File: config.mk
export PLATFORM = sky130hd
export DESIGN_NAME = add_sub_serial
export DESIGN_NICKNAME = d
export VERILOG_FILES = /design/src/rtl/add_sub_serial.sv
export SDC_FILE = /design/constraint.sdc
export NUM_CORES = 1
export LEC_CHECK = 0
export BUFFER_PORTS_ARGS = -buffer_cell sky130_fd_sc_hd__buf_2
export CAP_MARGIN = 10
export CORE_MARGIN = 2
export CORE_UTILIZATION = 33
export DETAILED_ROUTE_END_ITERATION = 10
export SLEW_MARGIN = 40
export SYNTH_ARGS = -nofsm -noshare
export SYNTH_HDL_FRONTEND = slang
export SYNTH_SLANG_ARGS = --single-unit
File: constraint.sdc
create_clock -name clk -period 3.4 [get_ports clk]
set_input_delay 1.02 -clock clk [delete_from_list [all_inputs] [get_ports clk]]
set_output_delay 1.02 -clock clk [all_outputs]
set_load 0.05 [all_outputs]
File: src/rtl/add_sub_serial.sv
// Digit-serial adder/subtractor with valid/ready handshakes, DIGIT bits per clock, LSB first.
// Define ADD_SUB_SAT_EN to saturate the result on signed overflow instead of wrapping.
module add_sub_serial #(
   parameter int WIDTH = 8,
   parameter int DIGIT = 4
) (
   input  logic             clk,
   input  logic             rst,
   input  logic             in_valid,
   output logic             in_ready,
   input  logic [WIDTH-1:0] a,
   input  logic [WIDTH-1:0] b,
   input  logic             sub,
   output logic             out_valid,
   input  logic             out_ready,
   output logic [WIDTH-1:0] s,
   output logic             c_out,
   output logic             ovf,
   output logic             zero
);

   localparam int NDIG = WIDTH / DIGIT;
   localparam int CW   = (NDIG > 1) ? $clog2(NDIG) : 1;
   localparam int AW   = (NDIG > 1) ? (WIDTH - DIGIT) : 1;

   typedef enum logic [1:0] {IDLE, CALC, DONE} state_t;

   state_t           state_reg, state_next;
   logic [WIDTH-1:0] a_reg, a_next;
   logic [WIDTH-1:0] b_reg, b_next;
   logic [AW-1:0]    acc_reg, acc_next;
   logic [CW-1:0]    cnt_reg, cnt_next;
   logic             carry_reg, carry_next;
   logic             a_msb_reg, a_msb_next;
   logic             b_msb_reg, b_msb_next;
   logic [WIDTH-1:0] s_reg, s_next;
   logic             c_out_reg, c_out_next;
   logic             ovf_reg, ovf_next;
   logic             zero_reg, zero_next;

   logic [DIGIT:0]   digit_sum;
   logic [WIDTH-1:0] acc_shift;
   logic [AW-1:0]    acc_upd;
   logic             raw_ovf;
   logic [WIDTH-1:0] final_s;

   assign digit_sum = {1'b0, a_reg[DIGIT-1:0]} + {1'b0, b_reg[DIGIT-1:0]}
                    + {{DIGIT{1'b0}}, carry_reg};

   // Completed result once the current digit lands on top of the partial sum.
   generate
      if (NDIG > 1) begin : g_multi
         assign acc_shift = {digit_sum[DIGIT-1:0], acc_reg};
         assign acc_upd   = acc_shift[WIDTH-1:DIGIT];
      end else begin : g_single
         assign acc_shift = digit_sum[DIGIT-1:0];
         assign acc_upd   = 1'b0;
      end
   endgenerate

   assign raw_ovf = (a_msb_reg == b_msb_reg) && (acc_shift[WIDTH-1] != a_msb_reg);

`ifdef ADD_SUB_SAT_EN
   always_comb begin
      final_s = acc_shift;
      if (raw_ovf) begin
         final_s = {1'b1, {(WIDTH-1){1'b0}}};
         if (!a_msb_reg) final_s = ~final_s;
      end
   end
`else
   assign final_s = acc_shift;
`endif

   always_comb begin
      state_next = state_reg;
      a_next     = a_reg;
      b_next     = b_reg;
      acc_next   = acc_reg;
      cnt_next   = cnt_reg;
      carry_next = carry_reg;
      a_msb_next = a_msb_reg;
      b_msb_next = b_msb_reg;
      s_next     = s_reg;
      c_out_next = c_out_reg;
      ovf_next   = ovf_reg;
      zero_next  = zero_reg;
      case (state_reg)
         IDLE: begin
            if (in_valid) begin
               a_next     = a;
               b_next     = sub ? ~b : b;
               carry_next = sub;
               a_msb_next = a[WIDTH-1];
               b_msb_next = sub ? ~b[WIDTH-1] : b[WIDTH-1];
               cnt_next   = '0;
               state_next = CALC;
            end
         end
         CALC: begin
            a_next     = a_reg >> DIGIT;
            b_next     = b_reg >> DIGIT;
            carry_next = digit_sum[DIGIT];
            acc_next   = acc_upd;
            cnt_next   = cnt_reg + CW'(1);
            if (cnt_reg == CW'(NDIG - 1)) begin
               state_next = DONE;
               s_next     = final_s;
               c_out_next = digit_sum[DIGIT];
               ovf_next   = raw_ovf;
               zero_next  = (final_s == '0);
            end
         end
         DONE: begin
            if (out_ready) state_next = IDLE;
         end
         default: state_next = IDLE;
      endcase
   end

   always_ff @(posedge clk) begin
      if (rst) begin
         state_reg <= IDLE;
         a_reg     <= '0;
         b_reg     <= '0;
         acc_reg   <= '0;
         cnt_reg   <= '0;
         carry_reg <= 1'b0;
         a_msb_reg <= 1'b0;
         b_msb_reg <= 1'b0;
         s_reg     <= '0;
         c_out_reg <= 1'b0;
         ovf_reg   <= 1'b0;
         zero_reg  <= 1'b0;
      end else begin
         state_reg <= state_next;
         a_reg     <= a_next;
         b_reg     <= b_next;
         acc_reg   <= acc_next;
         cnt_reg   <= cnt_next;
         carry_reg <= carry_next;
         a_msb_reg <= a_msb_next;
         b_msb_reg <= b_msb_next;
         s_reg     <= s_next;
         c_out_reg <= c_out_next;
         ovf_reg   <= ovf_next;
         zero_reg  <= zero_next;
      end
   end

   assign in_ready  = (state_reg == IDLE) && !rst;
   assign out_valid = (state_reg == DONE);
   assign s         = s_reg;
   assign c_out     = c_out_reg;
   assign ovf       = ovf_reg;
   assign zero      = zero_reg;

endmodule

==> results of run 1 <==
[per-layer routing]
metal	GRT usage	vias to the layer above	share of wire
met5	0	-	0
met4	0.0357	0	0.0066
met3	0.0375	2	0.055
met2	0.212	35	0.45
met1	0.185	612	0.49
li1	-	730	-
[cell usage after synthesis, types with 2 or more instances]
cell type and n:
dfxtp_1 37, nand2_1 34, nor2_1 23, a21oi_1 20, xor2_1 8, a22oi_1 7
clkbuf_1 7, buf_2 5, nand3_1 5, a2bb2oi_1 4, a311oi_1 4, nand2b_1 4
nand3b_1 4, a211oi_1 3, ha_1 3, nor2b_1 3, o31ai_1 3, fa_1 2
[per-stage QoR]
stage               utilization  setup slack [ns]  hold WS, ns  std cells  area [um2]
floorplan                     -             0.123        0.444        194        1660
global placement          0.389             0.751        0.439        282        1860
detailed placement        0.389             0.724        0.444        282        1860
CTS                       0.407             0.718        0.454        289        1950
global route              0.407             0.694        0.468        289        1950
finish                    0.407             0.752        0.449        289        1950
[cells by family (layout without fill, tap and decap cells)]
group                      Yosys count  in the layout
AOI/OAI and AO/OA                   47             47
xor gates and xnor gates             9              9
DFF                                 37             37
buffers and inverters               14             42
adders and majority gates            5              5
and+or+nand+nor                     82             82
[power breakdown]
group	internal [mW]	leakage [nW]	switching (mW)	total, mW
logic	0.0662	0.448	0.0998	0.166
registers	0.461	0.302	0.0221	0.483
clock network	0.161	0.0443	0.138	0.298
total	0.687	0.795	0.259	0.947
[area by class of cell]
cell class                      instances  area (um2)
Inverter                                1        3.75
Clock buffer                            7        86.3
Tap cell                               67        83.8
Multi-Input combinational cell        143         860
Fill cell                             502        2840
Sequential cell                        37         741
Timing Repair Buffer                   34         173
[final timing paths]
path / startpoint / slack (ns) / endpoint / depth (start not counted)
min: s[3] / 0.45 / s[3] / 2
min reg2reg: s[3] / 0.45 / s[3] / 2
max reg2reg: a_reg[0] / 1.38 / zero / 5
max: rst / 0.75 / in_ready / 3
[critical path, cell delays in order]
cell	delay [ns]
buf_2	0.13
nor3_1	0.18
buf_2	0.30
==> results.cfg, run 1 <==
[logic_synthesis]
async_flop_share = 0
seq_area_frac_synth = 0.445
synth_top_family_by_area = simple AND/OR/NAND/NOR gates
yosysWarnings = 0
synth_edf_count = 0
muxShareOfSynthArea = 0
synth_compound_gate_area_share = 0.193
synth_adder_area_share = 0.0467
yosys.area_share.simple = 0.229
yosys.area.top_type = dfxtp_1
ys.flop_type = dfxtp_1
synth_area_per_cell_um2 = 8.57
syn_inst = 194
syn_area_um2 = 1660
synth-seq-cells = 37
synth_top_area_frac = 0.445
ys_top_cells_by_area = dfxtp_1 (45%), nand2_1 (7.7%), a21oi_1 (6.0%), nor2_1 (5.2%), xor2_1 (4.2%)
synthXorXnorAreaFrac = 0.0474
ys_types = 36
syn_nets = 220

[floorplanning]
start_util = 0.347
core_area_um2 = 4790
pin_count = 34
die-area_um2 = 5620
die_w_um = 75.0
die_y_um = 75.0
rows = 25

[layout]
diodes = 0
final_layout_size_suffix_gt1_frac = 0.212
layout.nets = 248
final_common_cell = dfxtp_1
layout_common_cells = dfxtp_1 (37), nand2_1 (34), buf_2 (33)
area_growth_pct = 17.1

[grt]
grt.total_usage = 0.135
grt_pass1_vias = 1254
grt_overflow = 0
antenna_found_initial = 0
grt_max_degree = 41
grt_pass1_wl_mm = 5.76

[route]
dr.pass1.iters = 4
routedWlPerCell_um = 12.0
via_per_inst = 4.77
drc = 0
drt-initial-drc-count = 40
final_antenna_net_count = 0
vias = 1379
wl_mm = 3.48

[clock_network]
post_cts_buffers = 0
ctsResizeCount = 0
cts_buffers = 5
cts_root_buf = clkbuf_8
cts_hold_buf = 0
clock-sinks = 37
htreeDepth = 2
clock_latency_ns = 0.27
clkSlewWorstSetupHoldPaths_ns = 0.06
clockBufferDepth = 2
cts_tree = done

[setup_path]
crit_arrival_ns = 1.63
critPathRequiredTime_ns = 2.38
start_kind = input port
path_class = in2out
worstPathMaxFanout = 2
end_kind = output port

[sta]
worstMarginPinSlew_ns = 0.763
timing.fmax_ghz = 0.378
finalHoldViolCount = 0
tns_ns = 0
finalSetupViolCount = 0
rsz0062_at_grt = false
slew_violations = 0
maxSlewHeadroom = 0.491
fin_crit_sh = 0.779
finClkSkew_ns = 0.00456
min_period_ns = 2.65

[pwr]
power_density_nw_per_um2 = 486
p_leak_nw = 0.795
power.total_mw = 0.947
peakVddDrop_mv = 0.247

[placement]
gp_congestion = 0.718
port_buffers = 33
hpwlAfterDp_mm = 2.48

[job]
drv_cap = 0

[status]
status = finished clean

[hold_path]
hold_path_class = reg2reg
Power figures use the tool's default switching activity.
==> run 2, diff against run 1 <==
ABC_AREA = 1   (was not set)
clock period = 2.6 ns   (was 3.4 ns; I/O delays follow)
==> run 2 against run 1 <==
- clock-buffer cell count is the same
- cell count grew 14%
- first-iteration DRC count grew 23%
- clock power grew 36%
- wire length shrank 0.43%
- combinational power grew 50%
- die area grew 2.6%
- sequential power grew 31%
- setup slack lost 0.16 ns
- synthesized cell count grew 15%
- via count grew 5.6%
- critical path type unchanged
==> results.cfg, run 2 <==
[status]
status = finished clean

[floorplanning]
die-area_um2 = 5770
die_y_um = 76.0
pin_count = 34
rows = 26
start_util = 0.339
core_area_um2 = 5040
die_w_um = 76.0

[logic_synthesis]
synth_top_area_frac = 0.433
ys_top_cells_by_area = dfxtp_1 (43%), nand2_1 (14%), a21oi_1 (6.1%), nor2_1 (5.5%), inv_1 (3.3%)
synth-seq-cells = 37
async_flop_share = 0
seq_area_frac_synth = 0.433
syn_inst = 224
yosys.area.top_type = dfxtp_1
synth_area_per_cell_um2 = 7.63
ys_types = 25
syn_area_um2 = 1710
yosysMostFrequentCell = nand2_1
yosysWarnings = 0
synth_edf_count = 0
syn_nets = 250
ys.flop_type = dfxtp_1
synth_common_cells = nand2_1 (66), dfxtp_1 (37), nor2_1 (25)

[clock_network]
clkSlewWorstSetupHoldPaths_ns = 0.07
cts_buffers = 5
htreeDepth = 2
post_cts_buffers = 0
clock_latency_ns = 0.29
cts_root_buf = clkbuf_8
clockBufferDepth = 2
clock-sinks = 37
ctsResizeCount = 0
cts_hold_buf = 0
cts_tree = done

[placement]
port_buffers = 33
hpwlAfterDp_mm = 2.51
gp_congestion = 0.706

[route]
via_per_inst = 4.43
dr.pass1.iters = 4
drt-initial-drc-count = 49
drc = 0
routedWlPerCell_um = 10.5
final_antenna_net_count = 0
wl_mm = 3.47
vias = 1456

[sta]
slew_violations = 0
finClkSkew_ns = 0.00440
finalSetupViolCount = 0
worstMarginPinSlew_ns = 0.470
tns_ns = 0
min_period_ns = 2.01
timing.fmax_ghz = 0.498
whs_ns = 0.461
fin_crit_sh = 0.773
maxSlewHeadroom = 0.686
rsz0062_at_grt = false
finalHoldViolCount = 0

[grt]
grt_pass1_wl_mm = 6.13
grt_overflow = 0
grt.total_usage = 0.132
grt_pass1_vias = 1409
antenna_found_initial = 0
grt_max_degree = 21

[hold_path]
hold_path_class = reg2reg
hold_path_depth = 2

[layout]
area_growth_pct = 18.2
fillCellCount = 538
layout_common_cells = nand2_1 (66), dfxtp_1 (37), buf_2 (33)
final_layout_size_suffix_gt1_frac = 0.201
layout.nets = 285
final_common_cell = nand2_1
diodes = 0

[setup_path]
path_class = in2out
critPathRequiredTime_ns = 1.82
crit_arrival_ns = 1.23
rr_worst_depth = 7
worstPathMaxFanout = 2
end_kind = output port
start_kind = input port

[job]
drv_cap = 0

[pwr]
power_density_nw_per_um2 = 636
p_leak_nw = 0.974
peakVddDrop_mv = 0.239
==> run 2: changes by cell type after synthesis, moves of 4 or more <==
cell / previous run / this run
a22oi_1: 7 / 0
nand2b_1: 4 / 0
inv_1: 1 / 15
nand3b_1: 4 / 0
nand2_1: 34 / 66
o211ai_1: 1 / 6
buf_2: 5 / 1
clkbuf_1: 7 / 3
a2bb2oi_1: 4 / 0
o21ai_0: 0 / 11
a311oi_1: 4 / 0
==> run 2: where the power goes <==
| part | switching (mW) | leakage (nW) | internal (mW) |
|---|---|---|---|
| clock | 0.194 | 0.0443 | 0.210 |
| sequential | 0.0247 | 0.303 | 0.606 |
| combinational | 0.162 | 0.627 | 0.0870 |
==> run 2: kinds of logic (layout without fill, tap and decap cells) <==
family / after synthesis / in the layout / share of synthesized area
simple gates: 104 / 104 / 0.265
fa+ha+maj: 5 / 5 / 0.0454
buf+inv: 27 / 62 / 0.0725
flops: 37 / 37 / 0.433
xor+xnor: 9 / 9 / 0.0461
compound gates: 42 / 42 / 0.138
==> run 2: worst max-delay path: stages <==
cell and delay [ns]:
buf_2 0.10, nor2_1 0.08, buf_2 0.26
==> run 2: through the flow <==
step / setup WS, ns / instances / util / instance area [um2] / power, mW
floorplan: 0.175 / 224 / - / 1710 / 0.837
detailed placement: 0.588 / 322 / 0.383 / 1930 / 0.896
finish: 0.591 / 329 / 0.400 / 2020 / 1.28
global route: 0.552 / 329 / 0.400 / 2020 / 1.37
global placement: 0.592 / 322 / 0.383 / 1930 / 0.892
CTS: 0.587 / 329 / 0.400 / 2020 / 1.30
==> run 2: final cells by class <==
type | instances | area (um2) | share of cell area
inverter | 20 | 80.1 | 0.0397
sequential | 37 | 741 | 0.367
multi-input combinational | 160 | 845 | 0.418
timing repair buffer | 35 | 180 | 0.0892
tap | 70 | 87.6 | 0.0434
clock buffer | 7 | 86.3 | 0.0428
==> run 2: worst paths after layout <==
path                               start  slack [ns]        to
worst max-delay path                 rst        0.59  in_ready
worst min-delay path            a_reg[6]        0.46  a_reg[6]
worst max register to register  a_reg[0]        0.74      zero
worst min register to register  a_reg[6]        0.46  a_reg[6]
==> run 2: routing by layer <==
metal / track usage / part of all wire / up-vias
met5: 0 / 0 / -
met4: 0.0655 / 0.021 / 0
met3: 0.0369 / 0.041 / 8
met2: 0.221 / 0.44 / 34
met1: 0.155 / 0.49 / 627
li1: - / - / 787
